`src/rtl/quotient_fmt_pkg.sv`:
```
// Shared encodings, ASCII constants and divisor helper for the quotient formatter.
package quotient_fmt_pkg;

  localparam int unsigned DIGIT_W  = 4;
  localparam int unsigned FRAC_W   = 10;
  localparam int unsigned FRAC_MAX = 999;

  localparam logic [1:0] S_IDLE = 2'd0;
  localparam logic [1:0] S_CONV = 2'd1;
  localparam logic [1:0] S_EMIT = 2'd2;

  localparam logic [7:0] ZERO_CH = 8'h30;
  localparam logic [7:0] DOT_CH  = 8'h2E;
  localparam logic [7:0] E_CH    = 8'h45;
  localparam logic [7:0] R_CH    = 8'h52;

  // 10^n for n in 0..9; fixed trip count keeps it synthesizable with a variable n.
  function automatic int unsigned pow10(input int unsigned n);
    int unsigned r;
    r = 1;
    for (int unsigned i = 0; i < 9; i++) begin
      if (i < n) r = r * 10;
    end
    return r;
  endfunction

endpackage

```
`src/rtl/digit_extract.sv`:
```
// Repeated-subtraction decimal digit unit, shared across all digit positions.
import quotient_fmt_pkg::*;

module digit_extract #(
  parameter int unsigned W = 10
) (
  input  logic               clk,
  input  logic               rst,
  input  logic               i_en,
  input  logic               i_start,
  input  logic [W-1:0]       i_residue,
  input  logic [W-1:0]       i_divisor,
  output logic [DIGIT_W-1:0] o_digit_c,
  output logic [W-1:0]       o_remainder_c,
  output logic               o_done_c
);

  logic [W-1:0]       r_res;
  logic [DIGIT_W-1:0] r_digit;
  logic [W-1:0]       w_res;
  logic [DIGIT_W-1:0] w_digit;
  logic               w_ge;

  // A start cycle restarts from the new residue with a zero digit; done when no subtract is possible.
  always_comb begin
    w_res         = i_start ? i_residue : r_res;
    w_digit       = i_start ? '0 : r_digit;
    w_ge          = (w_res >= i_divisor);
    o_digit_c     = w_digit;
    o_remainder_c = w_res;
    o_done_c      = i_en & ~w_ge;
  end

  // One subtraction per cycle while the residue still covers the divisor.
  always_ff @(posedge clk or posedge rst) begin
    if (rst) begin
      r_res   <= '0;
      r_digit <= '0;
    end else if (i_en && w_ge) begin
      r_res   <= w_res - i_divisor;
      r_digit <= w_digit + DIGIT_W'(1);
    end
  end

endmodule

```
`src/rtl/quotient_ascii_formatter.sv`:
```
// Converts a divider result (integer + 3-digit fraction) to an ASCII byte stream.
import quotient_fmt_pkg::*;

module quotient_ascii_formatter #(
  parameter int unsigned SIZE       = 4,
  parameter int unsigned INT_DIGITS = 2
) (
  input  logic              clk,
  input  logic              rst,
  input  logic              in_valid,
  output logic              in_ready,
  input  logic [SIZE-1:0]   in_int,
  input  logic [FRAC_W-1:0] in_frac,
  input  logic              in_err,
  output logic              out_valid,
  input  logic              out_ready,
  output logic [7:0]        out_data,
  output logic              out_last,
  output logic              busy
);

  localparam int unsigned NPOS  = INT_DIGITS + 3;
  localparam int unsigned NSLOT = INT_DIGITS + 4;
  localparam int unsigned IW    = $clog2(NSLOT);
  localparam int unsigned BW    = $clog2(NPOS);
  localparam int unsigned DW    = (SIZE > FRAC_W) ? SIZE : FRAC_W;

  logic [1:0]         r_state, w_state_nxt;
  logic               r_err, w_err_nxt;
  logic [FRAC_W-1:0]  r_frac, w_frac_nxt;
  logic [DW-1:0]      r_carry, w_carry_nxt;
  logic [BW-1:0]      r_pos, w_pos_nxt;
  logic               r_start, w_start_nxt;
  logic [DIGIT_W-1:0] r_buf [NPOS];
  logic [DIGIT_W-1:0] w_buf_nxt [NPOS];
  logic [IW-1:0]      r_idx, w_idx_nxt;
  logic               r_out_valid, w_out_valid_nxt;
  logic [7:0]         r_out_data, w_out_data_nxt;
  logic               r_out_last, w_out_last_nxt;
  logic               r_in_ready, w_in_ready_nxt;
  logic               r_busy, w_busy_nxt;

  int unsigned        w_pos_u;
  logic [DW-1:0]      w_divisor;
  logic [DIGIT_W-1:0] w_digit;
  logic [DW-1:0]      w_rem;
  logic               w_done;
  logic [IW-1:0]      w_first_idx;
  logic [IW-1:0]      w_idx_m1;
  logic [7:0]         w_char;
  logic               w_last;
  logic               w_bad;

  digit_extract #(.W(DW)) u_digit (
    .clk           (clk),
    .rst           (rst),
    .i_en          (r_state == S_CONV),
    .i_start       (r_start),
    .i_residue     (r_carry),
    .i_divisor     (w_divisor),
    .o_digit_c     (w_digit),
    .o_remainder_c (w_rem),
    .o_done_c      (w_done)
  );

  // Divisor for the current position: integer powers first, then 100/10/1 on the fraction.
  always_comb begin
    w_pos_u = 32'(r_pos);
    if (w_pos_u < INT_DIGITS) w_divisor = DW'(pow10(INT_DIGITS - 1 - w_pos_u));
    else                      w_divisor = DW'(pow10(NPOS - 1 - w_pos_u));
  end

  // Leading-zero skip: first nonzero integer digit, else the units digit.
  always_comb begin
    w_first_idx = IW'(INT_DIGITS - 1);
    for (int i = int'(INT_DIGITS) - 1; i >= 0; i--) begin
      if (r_buf[BW'(i)] != '0) w_first_idx = IW'(i);
    end
  end

  // Character for the current emit slot; the dot occupies slot INT_DIGITS.
  always_comb begin
    w_idx_m1 = r_idx - IW'(1);
    w_char   = 8'h00;
    w_last   = 1'b0;
    if (r_err) begin
      w_char = (r_idx == '0) ? E_CH : R_CH;
      w_last = (r_idx == IW'(2));
    end else if (32'(r_idx) < INT_DIGITS) begin
      w_char = ZERO_CH + 8'(r_buf[BW'(r_idx)]);
    end else if (32'(r_idx) == INT_DIGITS) begin
      w_char = DOT_CH;
    end else begin
      w_char = ZERO_CH + 8'(r_buf[BW'(w_idx_m1)]);
      w_last = (32'(r_idx) == NSLOT - 1);
    end
  end

  assign w_bad = in_err || (in_frac > FRAC_W'(FRAC_MAX));

  // Next-state and registered-output logic.
  always_comb begin
    w_state_nxt     = r_state;
    w_err_nxt       = r_err;
    w_frac_nxt      = r_frac;
    w_carry_nxt     = r_carry;
    w_pos_nxt       = r_pos;
    w_start_nxt     = 1'b0;
    w_buf_nxt       = r_buf;
    w_idx_nxt       = r_idx;
    w_out_valid_nxt = r_out_valid;
    w_out_data_nxt  = r_out_data;
    w_out_last_nxt  = r_out_last;
    case (r_state)
      S_IDLE: begin
        if (in_valid) begin
          w_err_nxt   = w_bad;
          w_frac_nxt  = in_frac;
          w_carry_nxt = DW'(in_int);
          w_pos_nxt   = '0;
          w_idx_nxt   = '0;
          w_start_nxt = 1'b1;
          w_state_nxt = w_bad ? S_EMIT : S_CONV;
        end
      end
      S_CONV: begin
        if (w_done) begin
          w_buf_nxt[r_pos] = w_digit;
          if (32'(r_pos) == NPOS - 1) begin
            w_state_nxt = S_EMIT;
            w_idx_nxt   = w_first_idx;
          end else begin
            w_pos_nxt   = r_pos + BW'(1);
            w_start_nxt = 1'b1;
            w_carry_nxt = (32'(r_pos) == INT_DIGITS - 1) ? DW'(r_frac) : w_rem;
          end
        end
      end
      S_EMIT: begin
        if (!r_out_valid) begin
          w_out_valid_nxt = 1'b1;
          w_out_data_nxt  = w_char;
          w_out_last_nxt  = w_last;
          w_idx_nxt       = r_idx + IW'(1);
        end else if (out_ready) begin
          if (r_out_last) begin
            w_state_nxt     = S_IDLE;
            w_out_valid_nxt = 1'b0;
            w_out_data_nxt  = 8'h00;
            w_out_last_nxt  = 1'b0;
          end else begin
            w_out_data_nxt  = w_char;
            w_out_last_nxt  = w_last;
            w_idx_nxt       = r_idx + IW'(1);
          end
        end
      end
      default: w_state_nxt = S_IDLE;
    endcase
    w_in_ready_nxt = (w_state_nxt == S_IDLE);
    w_busy_nxt     = (w_state_nxt != S_IDLE);
  end

  // State and output registers.
  always_ff @(posedge clk or posedge rst) begin
    if (rst) begin
      r_state     <= S_IDLE;
      r_err       <= 1'b0;
      r_frac      <= '0;
      r_carry     <= '0;
      r_pos       <= '0;
      r_start     <= 1'b0;
      r_buf       <= '{default: '0};
      r_idx       <= '0;
      r_out_valid <= 1'b0;
      r_out_data  <= 8'h00;
      r_out_last  <= 1'b0;
      r_in_ready  <= 1'b1;
      r_busy      <= 1'b0;
    end else begin
      r_state     <= w_state_nxt;
      r_err       <= w_err_nxt;
      r_frac      <= w_frac_nxt;
      r_carry     <= w_carry_nxt;
      r_pos       <= w_pos_nxt;
      r_start     <= w_start_nxt;
      r_buf       <= w_buf_nxt;
      r_idx       <= w_idx_nxt;
      r_out_valid <= w_out_valid_nxt;
      r_out_data  <= w_out_data_nxt;
      r_out_last  <= w_out_last_nxt;
      r_in_ready  <= w_in_ready_nxt;
      r_busy      <= w_busy_nxt;
    end
  end

  assign in_ready  = r_in_ready;
  assign out_valid = r_out_valid;
  assign out_data  = r_out_data;
  assign out_last  = r_out_last;
  assign busy      = r_busy;

endmodule

```
`config.mk`:
```
export PLATFORM = sky130hd
export DESIGN_NAME = quotient_ascii_formatter
export DESIGN_NICKNAME = d
export VERILOG_FILES = /design/src/rtl/quotient_fmt_pkg.sv /design/src/rtl/digit_extract.sv /design/src/rtl/quotient_ascii_formatter.sv
export SDC_FILE = /design/constraint.sdc
export NUM_CORES = 1
export LEC_CHECK = 0
export BUFFER_PORTS_ARGS = -buffer_cell sky130_fd_sc_hd__clkbuf_2
export CAP_MARGIN = 20
export CORE_MARGIN = 4
export CORE_UTILIZATION = 25
export CTS_CLUSTER_DIAMETER = 100
export DETAILED_ROUTE_END_ITERATION = 6
export GPL_ROUTABILITY_DRIVEN = 0
export PLACE_DENSITY = 0.47
export SLEW_MARGIN = 20
export SYNTH_ARGS = -nofsm -noshare
export SYNTH_HDL_FRONTEND = slang
export SYNTH_SLANG_ARGS = --single-unit
```
`constraint.sdc`:
```
create_clock -name clk -period 7.65 [get_ports clk]
set_input_delay 0.765 -clock clk [delete_from_list [all_inputs] [get_ports clk]]
set_output_delay 0.765 -clock clk [all_outputs]
set_load 0.05 [all_outputs]
```
# ---- Yosys cells after proc, flatten, opt, wreduce, memory -nomap -nowiden
# Index checks and enable logic that the tools add are counted.
dict set report word_totals {
  regBits 76
  output_inout_bits 12
  word_cells 193
}
dict set report op_classes {
  addsub 9
  mul 16
  order_cmp 26
  n_eq_ne 13
  muxes 90
  n_bitwise 5
  reduce_logical 15
}
# operator count
set ops {}
lappend ops {{2-to-1 mux 32 bit} 30}
lappend ops {{multiplier 32 x 3 -> 31 bit (second input constant)} 14}
lappend ops {{< comparator 3 x 32 -> 1 bit (first input constant)} 8}
lappend ops {{< comparator 1 x 32 -> 1 bit (first input constant)} 4}
lappend ops {{< comparator 2 x 32 -> 1 bit (first input constant)} 4}
lappend ops {{2-to-1 mux 10 bit} 8}
lappend ops {{< comparator 4 x 32 -> 1 bit (first input constant)} 2}
lappend ops {{multiplier 32 x 3 -> 9 bit (second input constant)} 2}
lappend ops {{2-to-1 mux 4 bit} 8}
lappend ops {{binary-select mux 4 bit (select 3 bit)} 2}
lappend ops {{2-to-1 mux 3 bit} 8}
lappend ops {{2-to-1 mux 8 bit} 3}
lappend ops {{2-to-1 mux 7 bit} 3}
lappend ops {{bitwise mux 20 bit} 1}
lappend ops {{one-hot mux 10 bit (2 select lines)} 1}
lappend ops {{adder 6 x 4 -> 7 bit (first input constant)} 2}
lappend ops {{2-to-1 mux 2 bit} 7}
lappend ops {{2-to-1 mux 1 bit} 13}
lappend ops {{demux 4 bit (select 3 bit)} 1}
lappend ops {{greater-or-equal comparator 4 bit (second input constant)} 3}
lappend ops {{inverter 3 -> 4 bit} 3}
lappend ops {{greater-or-equal comparator 10 bit} 1}
lappend ops {{> comparator 10 bit (second input constant)} 1}
lappend ops {{!= test 2 bit (second input constant)} 5}
lappend ops {{other kinds (31)} 40}

# ---- Longest topological paths before layout
dict set report depth {
  depth_word 34
  ltp_mapped 36
  depth_no_buf 34
}

# ---- Cells and area by module
# A second synthesis with hierarchy kept.
dict set report hier_totals {
  hier_cells 684
  hier_area_um2 6441.2
}
# module n_inst cells_per_inst area_each_um2 seq_area_each_um2
set modules_own_cells {}
lappend modules_own_cells {quotient_ascii_formatter 1 555 5268.8 1527.7}
lappend modules_own_cells {digit_extract 1 129 1172.4 350.3}

# ---- Worst setup path after synthesis
# No wires, ideal clock.
dict set report synth_timing {
  path_kind {register -> register}
  startpoint {register r_pos[0]}
  endpoint {register r_carry[0]}
  setup_ns 0.126
  arrival_ns 7.486
  required_ns 7.524
  setup_slack_ns 0.038
  stages_incl_launch_ff 37
  n_path_buf 2
  path_cell_list {dfrtp_1 buf_2 inv_1 ha_1 ha_1 nor2_1 nand2_1 ha_1 a21oi_1 o211a_1 ha_1 ha_1 a21oi_1 nor2_1 ha_1 inv_1 fa_1 xnor2_1 xnor2_2 xnor2_1 a31o_2 mux2_2 ha_1 nor2b_1 nor3_1 ha_1 ha_1 a21oi_1 xnor2_1 nand2_1 ha_1 a21oi_4 inv_2 o21ai_4 nand2b_2 buf_6 a221o_1}
}
dict set report synth_via {
  elab_chain_cells 33
  elab_cells_between_ends 84
  classes_between {add/sub (2); mul (16); order compare (20); eq/ne (4); mux (39); bitwise (2); reduce/logical (1)}
}
# element line_no
set synth_rtl {}
lappend synth_rtl {{from (decl)} quotient_ascii_formatter.sv:32} ;# logic [BW-1:0] r_pos, w_pos_nxt;
lappend synth_rtl {{from (signal assigned)} quotient_ascii_formatter.sv:185} ;# r_pos <= w_pos_nxt;
lappend synth_rtl {{subtractor 3 x 3 -> 4 bit / subtractor 1 x 3 -> 4 bit (equally long branches)} {quotient_ascii_formatter.sv:70, quotient_ascii_formatter.sv:69}}
lappend synth_rtl {{< comparator 1 x 32 -> 1 bit} quotient_fmt_pkg.sv:22} ;# if (i < n) r = r * 10;
lappend synth_rtl {{2-to-1 mux 4 bit} quotient_fmt_pkg.sv:22}
lappend synth_rtl {{2-to-1 mux 32 bit} quotient_ascii_formatter.sv:69} ;# if (w_pos_u < INT_DIGITS) w_divisor = DW'(pow10(INT_DIGITS - 1 - w_pos_u));
lappend synth_rtl {{multiplier 32 x 3 -> 31 bit} quotient_fmt_pkg.sv:22}
lappend synth_rtl {{2-to-1 mux 32 bit} quotient_fmt_pkg.sv:22}
lappend synth_rtl {{2-to-1 mux 32 bit} quotient_ascii_formatter.sv:69}
lappend synth_rtl {{multiplier 32 x 3 -> 31 bit} quotient_fmt_pkg.sv:22}
lappend synth_rtl {{(+17 left out)} -}
lappend synth_rtl {{multiplier 32 x 3 -> 9 bit} quotient_fmt_pkg.sv:22}
lappend synth_rtl {{2-to-1 mux 10 bit} quotient_fmt_pkg.sv:22}
lappend synth_rtl {{2-to-1 mux 10 bit} quotient_ascii_formatter.sv:69}
lappend synth_rtl {{greater-or-equal comparator 10 bit} digit_extract.sv:28} ;# w_ge = (w_res >= i_divisor);
lappend synth_rtl {{inverter 1 bit} digit_extract.sv:31} ;# o_done_c = i_en & ~w_ge;
lappend synth_rtl {{bitwise AND 1 bit} digit_extract.sv:31}
lappend synth_rtl {{!= test 2 bit (no line)} -}
lappend synth_rtl {{AND reduction 4 bit (no line)} -}
lappend synth_rtl {{to (signal assigned)} quotient_ascii_formatter.sv:184} ;# r_carry <= w_carry_nxt;
lappend synth_rtl {{to (decl)} quotient_ascii_formatter.sv:31} ;# logic [DW-1:0] r_carry, w_carry_nxt;
# Several ways; a longest one is shown, not always the timed one. The select of a mux whose other input is x is not followed.
# A chain may end at the register's enable or synchronous reset.

# ---- Worst setup path after layout
dict set report layout_timing {
  startpoint {register r_pos[0]}
  endpoint {register r_idx[2]}
}
dict set report layout_via {
  elab_chain_cells 33
  elab_cells_between_ends 79
  classes_between {add/sub (2); mul (16); order compare (20); eq/ne (3); mux (35); bitwise (2); reduce/logical (1)}
}
# element line_no
set layout_rtl {}
lappend layout_rtl {{subtractor 3 x 3 -> 4 bit / subtractor 1 x 3 -> 4 bit (equally long branches)} {quotient_ascii_formatter.sv:70, quotient_ascii_formatter.sv:69}}
lappend layout_rtl {{< comparator 1 x 32 -> 1 bit} quotient_fmt_pkg.sv:22}
lappend layout_rtl {{2-to-1 mux 4 bit} quotient_fmt_pkg.sv:22}
lappend layout_rtl {{2-to-1 mux 32 bit} quotient_ascii_formatter.sv:69}
lappend layout_rtl {{multiplier 32 x 3 -> 31 bit} quotient_fmt_pkg.sv:22}
lappend layout_rtl {{2-to-1 mux 32 bit} quotient_fmt_pkg.sv:22}
lappend layout_rtl {{2-to-1 mux 32 bit} quotient_ascii_formatter.sv:69}
lappend layout_rtl {{multiplier 32 x 3 -> 31 bit} quotient_fmt_pkg.sv:22}
lappend layout_rtl {{(+17 left out)} -}
lappend layout_rtl {{multiplier 32 x 3 -> 9 bit} quotient_fmt_pkg.sv:22}
lappend layout_rtl {{2-to-1 mux 10 bit} quotient_fmt_pkg.sv:22}
lappend layout_rtl {{2-to-1 mux 10 bit} quotient_ascii_formatter.sv:69}
lappend layout_rtl {{greater-or-equal comparator 10 bit} digit_extract.sv:28}
lappend layout_rtl {{inverter 1 bit} digit_extract.sv:31}
lappend layout_rtl {{bitwise AND 1 bit} digit_extract.sv:31}
lappend layout_rtl {{!= test 2 bit (no line)} -}
lappend layout_rtl {{AND reduction 6 bit (no line) *} -}
lappend layout_rtl {{to (signal assigned)} quotient_ascii_formatter.sv:188} ;# r_idx <= w_idx_nxt;
lappend layout_rtl {{to (decl)} quotient_ascii_formatter.sv:36} ;# logic [IW-1:0] r_idx, w_idx_nxt;
# Mark *: on every way between the ends. The rest lies on a longest branch, timed or not. The select of a mux whose other input is x is not followed.

==> results.sh <==
export IMPL_final_net_count=652
export IMPL_slowest_delay_ps=460
export IMPL_period_needed_ps=7274
export IMPL_die_h_um=154.1
export IMPL_drive_gt1_share_pct=24.32
export IMPL_gr_usage_met3_pct=2.336
export IMPL_crit_path_end_kind="flip-flop"
export IMPL_cts_tree="yes"
export IMPL_synth_main_ff_cell="dfrtp_1"
export IMPL_finalSetupViolations=0
export IMPL_status="finished clean"
export IMPL_path_common_cell="ha_1"
export IMPL_grt_busiest_layer="met2"
export IMPL_synth_nets=618
export IMPL_async_flop_share_pct=100.0
export IMPL_rrSetupSlack_ps=380
export IMPL_ys_seq_area_share_pct=35.18
export IMPL_worstSkewPairLatency_ps=330
export IMPL_remaining_drc_errors=0
export IMPL_io_pins=31
export IMPL_cts_made_buffers=9
export IMPL_num_vias=4159
export IMPL_max_freq_mhz=137.5
export IMPL_drt_initial_drc_count=223
export IMPL_post_drt_wl_per_cell_um=15.59
export IMPL_yosysUniqueCellTypes=69
export IMPL_required_ps=7870
export IMPL_synth_area_sq_mm=0.005339
export IMPL_final_max_slew_viol_count=0
export IMPL_p_leak_nw=2.944
export IMPL_area_growth_pct=18.02
export IMPL_cts_max_level=3
export IMPL_crit_path_start_kind="flip-flop"
export IMPL_syn_area_per_cell_sq_um=9.796
export IMPL_firstDrtPassIters=5
export IMPL_worstPathArrival_ps=7490
export IMPL_grt_overflow=0
export IMPL_core_sq_mm=0.02102
export IMPL_die_w_um=154.1
export IMPL_grt_antenna_before_repair=0
export IMPL_wirelength_um=13390
export IMPL_ys_warn_count=0
export IMPL_post_route_period_util_pct=95.09
export IMPL_clk_path_buf_depth=2
export IMPL_final_fill_count=2183
export IMPL_power_density_mw_per_mm2=488.1
export IMPL_synth_seq_cells=75
export IMPL_track_usage_pct=11.46
export IMPL_timing_slew_headroom_pct=48.74
export IMPL_io_buffers=29
export IMPL_cp_slowest_cell="fa_1"
export IMPL_utilization_pct=29.97
export IMPL_skew_ps=7.727
export IMPL_cts_sinks=75
export IMPL_grt_setup_unrepaired="no"
export IMPL_dieArea_sq_mm=0.02376
export IMPL_fin_setup_tns_ps=0
export IMPL_timing_hold_violations_final=0
export IMPL_crit_type="reg2reg"
export IMPL_initial_core_util_pct=25.40
export IMPL_tightest_slew_ps=768.9
export IMPL_grt_util_met1_pct=15.83
export IMPL_path_clk_slew_ps=60
export IMPL_diodes=0
export IMPL_hpwl_um=10130
export IMPL_clk_root_buffer_cell="clkbuf_16"
export IMPL_rows=53
export IMPL_hold_class="in2async"
export IMPL_syn_inst=545
export IMPL_crit_fanout=7
export IMPL_vdd_drop_max_mv=0.1492
export IMPL_grt_pass1_vias=4246
export IMPL_grt_pass1_wl_um=22470
export IMPL_synth_edff_count=0
export IMPL_final_antenna_net_count=0
export IMPL_met2_usage_pct=18.74
export IMPL_maxCapViolations=0
export IMPL_viasPerCell=4.842
export IMPL_grt_max_degree=76
==> power breakdown <==
group / total (mW) / switching (mW) / internal, mW
logic: 1.96 / 1.14 / 0.828
registers: 0.647 / 0.115 / 0.533
clock network: 0.465 / 0.171 / 0.295
==> metrics by stage <==
step | total power [mW] | cell area (sq um) | hold slack, ps | setup WS [ps] | instances
after floorplan | 2.074 | 5339 | 446.0 | 38.47 | 545
after global placement | 2.517 | 5836 | 458.9 | 319.4 | 839
after CTS | 3.032 | 6161 | 480.2 | 141.3 | 855
after detailed placement | 2.547 | 5836 | 467.0 | 156.0 | 839
final | 3.076 | 6301 | 433.7 | 375.8 | 859
after global routing | 3.359 | 6301 | 457.0 | 1.232 | 859
==> critical path, delay by kind of cell (launching register included) <==
family / cells / cell delay, ps
AO/OA/AOI/OAI: 8 / 1520
XOR/XNOR: 4 / 580
adder cells (fa/ha/maj): 11 / 3330
buffers and inverters: 2 / 130
flip-flops: 1 / 360
multiplexers: 1 / 260
AND/OR/NAND/NOR: 7 / 960
==> synthesized netlist by cell type (all sizes together), types with 8 or more instances <==
cell type  number  share of area, %
dfrtp          74                35
ha             51                12
nand2          50               3.5
o21ai          48               4.8
mux2           43               9.1
inv            28               2.0
nor2           24               1.7
a21oi          21               2.2
mux2i          21               3.9
clkbuf         19               1.3
nor3           16               1.7
nand3          14               1.3
xnor2          13               2.3
a21o           10               1.4
nor2b           9               1.1
buf             8              0.91
==> kinds of logic (layout without fill, tap and decap cells) <==
logic type      Yosys count  count (layout)  share of synthesized area (%)
other cells               2               2                         0.1407
flops                    75              75                          35.18
mux                      68              68                          14.69
compound gates          133             133                          16.85
xor+xnor                 19              19                          3.258
fa+ha+maj                54              54                          13.08
simple gates            137             137                          12.44
buf+inv                  57              96                          4.359
==> layout by cell type, fill, tap and decap left out, types with 4 or more instances in the layout <==
cell type | Yosys | routed
mux2i_1 | 21 | 21
dfrtp_1 | 74 | 74
nand3_1 | 14 | 10
nand4_1 | 5 | 5
mux2_2 | 42 | 42
buf_4 | 2 | 18
o2bb2ai_1 | 4 | 4
clkbuf_2 | 0 | 29
o21ai_0 | 44 | 44
ha_1 | 51 | 50
xnor2_1 | 12 | 10
a21boi_0 | 6 | 6
a21oi_1 | 20 | 18
inv_2 | 2 | 4
and2_1 | 4 | 4
a21o_1 | 10 | 10
nand2_1 | 50 | 49
clkbuf_16 | 0 | 9
a221o_1 | 4 | 4
nor2_1 | 24 | 23
nor3_1 | 15 | 15
a31oi_1 | 5 | 4
inv_1 | 26 | 24
xor2_1 | 6 | 6
o21a_1 | 5 | 5
mux4_2 | 4 | 4
nor2b_1 | 9 | 9
==> final timing paths <==
| kind | from | to | cells past startpoint |
|---|---|---|---|
| worst max-delay path | r_pos[0]$_DFFE_PP0P_ | r_idx[2]$_DFFE_PP0P_ | 33 |
| worst min-delay path | rst | r_frac[7]$_DFFE_PP0P_ | 3 |
| worst max register to register | r_pos[0]$_DFFE_PP0P_ | r_idx[2]$_DFFE_PP0P_ | 33 |
| worst min register to register | u_digit.r_res[2]$_DFFE_PP0P_ | u_digit.r_res[2]$_DFFE_PP0P_ | 2 |
| max in group asynchronous | rst | in_ready$_DFF_PP1_ | 4 |
| min in group clk | u_digit.r_res[2]$_DFFE_PP0P_ | u_digit.r_res[2]$_DFFE_PP0P_ | 2 |
==> timing repair <==
action                     4_1_cts  5_1_grt
setup buffers                    0        3
hold buffers                     0        0
gates resized for setup          0       17
setup endpoints to repair        0       54
==> final cells by class <==
type | count | area (sq um) | share of cell area (%)
Clock buffer | 10 | 239.0 | 3.793
Sequential cell | 75 | 1878 | 29.81
Tap cell | 275 | 344.1 | 5.461
Timing Repair Buffer | 50 | 339.1 | 5.381
Inverter | 30 | 112.6 | 1.787
Multi-Input combinational cell | 413 | 3302 | 52.40
Clock inverter | 6 | 86.33 | 1.370
==> flip-flops by register name, indices dropped and copies added, names as in the netlist <==
register / cells
r_buf: 20
busy: 1
out_last: 1
r_carry: 10
out_data: 7
u_digit.r_digit: 4
r_start: 1
u_digit.r_res: 10
r_err: 1
r_pos: 3
r_frac: 10
r_idx: 3
in_ready: 1
r_state: 2
out_valid: 1
==> routing by layer <==
layer / up-vias / share of wire [%] / wire length [um]
met4: 0 / 0.98 / 131
met2: 66 / 48 / 6394
met1: 2048 / 48 / 6420
met5: - / 0 / 0
li1: 2032 / - / -
met3: 13 / 3.3 / 447
(Power assumes the default switching activity.)
